==> src/rtl/alu_pkg.sv <==
// alu_pkg: alu opcodes and sequencer state encoding shared by the alu and its controller
package alu_pkg;
  localparam logic [3:0] ALU_ADD = 4'b0000;
  localparam logic [3:0] ALU_SUB = 4'b0001;
  localparam logic [3:0] ALU_LT  = 4'b0110;
  typedef enum logic [2:0] {IDLE, M_ADD, M_DEC, D_CMP, D_SUB, D_INC, DONE} state_e;
endpackage

==> src/rtl/alu_seq_ctrl_if.sv <==
// alu_seq_ctrl_if: start/busy/done request bus and result outputs of the sequencer
interface alu_seq_ctrl_if #(parameter int N = 4);
  logic         start;
  logic         mode;
  logic [N-1:0] op_a;
  logic [N-1:0] op_b;
  logic         busy;
  logic         done;
  logic [N-1:0] res;
  logic [N-1:0] rem;
  logic         ovf;
  logic         err;
  modport master (output start, mode, op_a, op_b, input busy, done, res, rem, ovf, err);
  modport slave (input start, mode, op_a, op_b, output busy, done, res, rem, ovf, err);
endinterface

==> src/rtl/alu_seq_ctrl.sv <==
// alu_seq_ctrl: multi-cycle multiply/divide sequencer driving a shared alu
module alu_seq_ctrl
  import alu_pkg::*;
#(parameter int N = 4) (
  input  logic          clk,
  input  logic          rst,
  alu_seq_ctrl_if.slave bus,
  output logic [N-1:0]  alu_a_o,
  output logic [N-1:0]  alu_b_o,
  output logic [3:0]    alu_op_o,
  input  logic [N-1:0]  alu_o_i,
  input  logic          alu_of_i,
  input  logic          alu_zero_i
);
  state_e       state_q, state_d;
  logic [N-1:0] res_q, res_d, rem_q, rem_d, cnt_q, cnt_d, opa_q, opa_d, div_q, div_d;
  logic         ovf_q, ovf_d, err_q, err_d;
  assign bus.busy = state_q != IDLE;
  assign bus.done = state_q == DONE;
  assign bus.res  = res_q;
  assign bus.rem  = rem_q;
  assign bus.ovf  = ovf_q;
  assign bus.err  = err_q;
  // register update; reset aborts any operation in flight
  always_ff @(posedge clk) begin
    if (rst) begin
      state_q <= IDLE;
      res_q   <= '0;
      rem_q   <= '0;
      cnt_q   <= '0;
      opa_q   <= '0;
      div_q   <= '0;
      ovf_q   <= 1'b0;
      err_q   <= 1'b0;
    end else begin
      state_q <= state_d;
      res_q   <= res_d;
      rem_q   <= rem_d;
      cnt_q   <= cnt_d;
      opa_q   <= opa_d;
      div_q   <= div_d;
      ovf_q   <= ovf_d;
      err_q   <= err_d;
    end
  end
  // per-state alu drive and next-state; every arithmetic step goes through the alu
  always_comb begin
    state_d  = state_q;
    res_d    = res_q;
    rem_d    = rem_q;
    cnt_d    = cnt_q;
    opa_d    = opa_q;
    div_d    = div_q;
    ovf_d    = ovf_q;
    err_d    = err_q;
    alu_a_o  = '0;
    alu_b_o  = '0;
    alu_op_o = ALU_ADD;
    case (state_q)
      IDLE: if (bus.start) begin
        opa_d   = bus.op_a;
        cnt_d   = bus.op_b;
        div_d   = bus.op_b;
        res_d   = '0;
        rem_d   = bus.mode && bus.op_b != '0 ? bus.op_a : '0;
        ovf_d   = 1'b0;
        err_d   = bus.mode && bus.op_b == '0;
        state_d = bus.op_b == '0 ? DONE : bus.mode ? D_CMP : M_ADD;
      end
      M_ADD: begin
        alu_a_o = res_q;
        alu_b_o = opa_q;
        res_d   = alu_o_i;
        ovf_d   = ovf_q | alu_of_i;
        state_d = M_DEC;
      end
      M_DEC: begin
        alu_op_o = ALU_SUB;
        alu_a_o  = cnt_q;
        alu_b_o  = N'(1);
        cnt_d    = alu_o_i;
        state_d  = alu_o_i == '0 ? DONE : M_ADD;
      end
      D_CMP: begin
        alu_op_o = ALU_LT;
        alu_a_o  = rem_q;
        alu_b_o  = div_q;
        state_d  = alu_zero_i ? DONE : D_SUB;
      end
      D_SUB: begin
        alu_op_o = ALU_SUB;
        alu_a_o  = rem_q;
        alu_b_o  = div_q;
        rem_d    = alu_o_i;
        state_d  = D_INC;
      end
      D_INC: begin
        alu_a_o = res_q;
        alu_b_o = N'(1);
        res_d   = alu_o_i;
        state_d = D_CMP;
      end
      default: state_d = IDLE;
    endcase
  end
endmodule

==> src/flat_wrapper.sv <==
// flat-port wrapper written by rule: the top's interface ports become plain ports
module alu_seq_ctrl_flat import alu_pkg::*;
#(parameter int N = 4)
  (clk, rst, alu_a_o, alu_b_o, alu_op_o, alu_o_i, alu_of_i, alu_zero_i, bus_start, bus_mode, bus_op_a, bus_op_b, bus_busy, bus_done, bus_res, bus_rem, bus_ovf, bus_err);
  alu_seq_ctrl_if #(.N(N)) bus_i ();
  input  logic clk;
  input  logic rst;
  output logic [N-1:0] alu_a_o;
  output logic [N-1:0] alu_b_o;
  output logic [3:0] alu_op_o;
  input  logic [N-1:0] alu_o_i;
  input  logic alu_of_i;
  input  logic alu_zero_i;
  input wire logic [$bits(bus_i.start)-1:0] bus_start;
  input wire logic [$bits(bus_i.mode)-1:0] bus_mode;
  input wire logic [$bits(bus_i.op_a)-1:0] bus_op_a;
  input wire logic [$bits(bus_i.op_b)-1:0] bus_op_b;
  output wire logic [$bits(bus_i.busy)-1:0] bus_busy;
  output wire logic [$bits(bus_i.done)-1:0] bus_done;
  output wire logic [$bits(bus_i.res)-1:0] bus_res;
  output wire logic [$bits(bus_i.rem)-1:0] bus_rem;
  output wire logic [$bits(bus_i.ovf)-1:0] bus_ovf;
  output wire logic [$bits(bus_i.err)-1:0] bus_err;
  assign bus_i.start = bus_start;
  assign bus_i.mode = bus_mode;
  assign bus_i.op_a = bus_op_a;
  assign bus_i.op_b = bus_op_b;
  assign bus_busy = bus_i.busy;
  assign bus_done = bus_i.done;
  assign bus_res = bus_i.res;
  assign bus_rem = bus_i.rem;
  assign bus_ovf = bus_i.ovf;
  assign bus_err = bus_i.err;
  alu_seq_ctrl #(.N(N)) u_core (.clk(clk), .rst(rst), .bus(bus_i), .alu_a_o(alu_a_o), .alu_b_o(alu_b_o), .alu_op_o(alu_op_o), .alu_o_i(alu_o_i), .alu_of_i(alu_of_i), .alu_zero_i(alu_zero_i));
endmodule
==> config.mk <==
export PLATFORM = sky130hd
export DESIGN_NAME = alu_seq_ctrl_flat
export DESIGN_NICKNAME = d
export VERILOG_FILES = /design/src/rtl/alu_pkg.sv /design/src/rtl/alu_seq_ctrl_if.sv /design/src/rtl/alu_seq_ctrl.sv /design/src/flat_wrapper.sv
export SDC_FILE = /design/constraint.sdc
export NUM_CORES = 1
export LEC_CHECK = 0
export ABC_AREA = 1
export CAP_MARGIN = 20
export CORE_MARGIN = 3
export CORE_UTILIZATION = 45
export DETAILED_ROUTE_END_ITERATION = 12
export GPL_TIMING_DRIVEN = 0
export PLACE_DENSITY = 0.75
export SETUP_SLACK_MARGIN = 0.05
export SYNTH_ARGS = -nofsm -noshare
export SYNTH_HDL_FRONTEND = slang
export SYNTH_SLANG_ARGS = --single-unit
==> constraint.sdc <==
create_clock -name clk -period 3.1 [get_ports clk]
set_input_delay 0.31 -clock clk [delete_from_list [all_inputs] [get_ports clk]]
set_output_delay 0.31 -clock clk [all_outputs]
set_load 0.1 [all_outputs]
==> results of run 1 <==
[power by group through the flow]
stage,Clock (mW),Combinational [mW],Sequential [mW]
after detailed placement,0,0.576,0.397
after floorplan,0,0.354,0.475
after global placement,0,0.570,0.396
after global routing,0.157,0.609,0.396
after CTS,0.146,0.573,0.390
final,0.147,0.576,0.391
[metal layers]
metal | share of wire | vias to the layer above | track usage | routed length, um
met4 | 0.0096 | 0 | 0.0680 | 34
met2 | 0.48 | 53 | 0.350 | 1700
li1 | - | 694 | - | -
met3 | 0.065 | 4 | 0.0197 | 231
met5 | 0 | - | 0 | 0
met1 | 0.44 | 642 | 0.287 | 1570
[layout by cell type, fill, tap and decap left out]
| cell | n |
|---|---|
| nand2_1 | 65 |
| clkdlybuf4s50_1 | 31 |
| nor2_1 | 28 |
| dfxtp_1 | 25 |
| inv_1 | 23 |
| nand3_1 | 11 |
| a21oi_1 | 11 |
| o21ai_0 | 8 |
| dlygate4sd2_1 | 5 |
| a22oi_1 | 4 |
| o21ai_1 | 4 |
| buf_4 | 3 |
| clkbuf_1 | 3 |
| clkbuf_4 | 3 |
| dlymetal6s2s_1 | 3 |
| nor2_2 | 1 |
| buf_2 | 1 |
| nor2_4 | 1 |
| nand3_2 | 1 |
| nand3_4 | 1 |
| clkinv_1 | 1 |
| inv_2 | 1 |
| o22ai_1 | 1 |
| a31oi_1 | 1 |
| or2_1 | 1 |
| nor3_1 | 1 |
| conb_1 | 1 |
[synthesized netlist by cell type]
library cell   n  area [um^2]
nand2_1       65          244
nor2_1        28          105
dfxtp_1       25          500
inv_1         23         86.3
o21ai_0       12         60.1
a21oi_1       11         55.1
nand3_1       11         55.1
a22oi_1        4         30.0
buf_4          3         22.5
clkbuf_1       2         7.51
a31oi_1        1         6.26
buf_2          1         5.00
clkinv_1       1         3.75
conb_1         1         3.75
inv_2          1         3.75
nand3_2        1         10.0
nand3_4        1         17.5
nor2_2         1         6.26
nor2_4         1         11.3
nor3_1         1         5.00
o22ai_1        1         6.26
or2_1          1         6.26
[state kept, by name (all words and copies together), names as in the netlist]
signal	count
u_core.bus.rem	4
u_core.bus.res	4
u_core.cnt_q	4
u_core.div_q	4
u_core.opa_q	4
u_core.state_q	3
u_core.bus.err	1
u_core.bus.ovf	1
[logic make-up after synthesis]
family,after synthesis,share of synthesized area
flops,25,0.400
other cells,1,0.00300
simple gates,110,0.368
buf+inv,31,0.103
compound gates,29,0.126
[timing repair]
action	4_1_cts	5_1_grt
resized for setup	5	3
endpoints found under the hold margin	0	0
setup endpoints to repair	5	3
[per-stage QoR]
step | setup TNS (ps) | hold WS [ps] | util | setup WS, ps | instance area [um^2]
after floorplan | -573 | 426 | - | -191 | 1250
after detailed placement | 0 | 445 | 0.654 | 339 | 1680
after CTS | 0 | 356 | 0.662 | 72.0 | 1700
after global routing | 0 | 361 | 0.665 | 92.8 | 1710
final | 0 | 348 | 0.665 | 223 | 1710
after global placement | 0 | 441 | 0.654 | 366 | 1680
[final cells by class]
cell class              instances  area (um^2)  area share
well taps                      30         37.5      0.0220
repair buffers                 39          392       0.229
plain buffers                   6         35.0      0.0205
flip-flops and latches         25          500       0.293
inverters                      25         93.8      0.0550
multi-input cells             140          622       0.364
clock buffers                   4         26.3      0.0154
[final timing paths]
path                startpoint                 to  slack, ps
max reg2reg  u_core.state_q[2]  u_core.state_q[2]       1560
max          u_core.state_q[2]         alu_a_o[0]        220
min reg2reg    u_core.opa_q[3]    u_core.opa_q[3]        460
min                        rst  u_core.bus.res[3]        350
[worst max-delay path, stage by stage, from the launching register on]
cell and delay (ps):
dfxtp_1 400, inv_1 260, nand3_1 140, nand2_1 320, a22oi_1 140, o21ai_1 110
dlygate4sd2_1 890
==> summary.md, run 1 <==
| Metric | Value |
|---|---|
| DRC | 0 |
| Seq pwr share | 0.351 |
| Postcts setup bufs | 0 |
| Post-synthesis sequential area ratio | 0.400 |
| Synthesized cell area | 1250 um^2 |
| IO Count | between 40 and 50 |
| Filler instances | around 250 |
| Clock sink count | 25 |
| Post-synth cell types | 22 |
| Largest net degree at the start of global routing | 14 |
| Drt via density | approximately 5.2 |
| Period utilization | 0.928 |
| Global placer's final weighted congestion | between 0.8 and 0.9 |
| Switching pwr | between 0.5 and 0.6 mW |
| Row cnt | 18 |
| Die height | between 50 and 60 um |
| Final Hold Fails | 0 |
| Relative slew margins | 0.341 |
| Req. time, crit path | between 2000 and 3000 ps |
| Post-route ant nets | 0 |
| Max_cap viols | 0 |
| Final Non-Filler Cells | roughly 270 |
| Die Outline Area | around 3400 um^2 |
| CTS tree | yes |
| Layout cells sized above 1 | 0.0502 |
| Max VDD drop | around 0.41 mV |
| First-pass GRT wire length | about 5.7 mm |
| Switching Fraction | 0.503 |
| Placed cells | roughly 270 |
| Slew Limit Fails | 0 |
| DP Wirelength | 2.76 mm |
| CP Launch Type | flip-flop |
| Yosys reg bits | 25 |
| Internal | between 0.5 and 0.6 mW |
| Worst-margin pin slew | between 900 and 1000 ps |
| Inserted Clock Buffers | 3 |
| Worst setup EP type | output pin |
| Worst skew pair latency | between 300 and 400 ps |
| Number of diodes | 0 |
| Total track usage | 0.211 |
| Syn avg cell area | about 6.4 um^2 |
| Setup CP Type | flip-flop to output pin |
| Htree depth | 1 |
| R2R depth | 5 |
| CP arrival | 2570 ps |
| Gate power share | 0.517 |
| Hold WC Path Type | primary input to flip-flop |
| Fin crit period | roughly 2900 ps |
| Die Wd | between 50 and 60 um |
| Clk buf depth | 2 |
| Quantity of hold-fixing buffers added after cts | 0 |
| Average routed wire per standard cell | around 13 um |
| CP Max Fanout | 9 |
| Syn. warnings | 0 |
| Drt first pass iters | 5 |
| Starting DRT DRC Count | just over 80 |
| Power per cell area | ~650 nW/um^2 |
| Clock share of power | 0.132 |
| Final #Nets | between 200 and 300 |
| Initial antenna violation count | 0 |
| CTS clock-pin slew for the worst setup and hold paths | about 140 ps |
| Synthesized Nets | between 200 and 250 |
| Maximum clock rate | 348 MHz |
| Grt total ovfl | 0 |
| Post-Synthesis Cells | 196 |
| Core ar. | around 2600 um^2 |
| RSZ-0062 raised after global routing | no |
| Number of I/O port buffers | 39 |
| Initial Utilization | 0.487 |
| Clock Skew | about 3.7 ps |
| Total chip power | ~1.1 mW |
| Layout area overhead | 36.4% |
| LEAKAGE | 0.849 nW |
| Hold Path Depth | 2 |
| Vias in the first global route | between 1000 and 1500 |
| Final setup viols | 0 |
| Final WL | approximately 3.5 mm |
| Status | finished, final reports clean |
| Root Buffer | clkbuf_4 |
| Via Count | 1393 |
(Power assumes the default switching activity.)
==> run 2, diff against run 1 <==
CAP_MARGIN = unset   (was 20)
==> results of run 2 <==
Same layout as run 1: the final DEF is identical, and so are final timing and power.
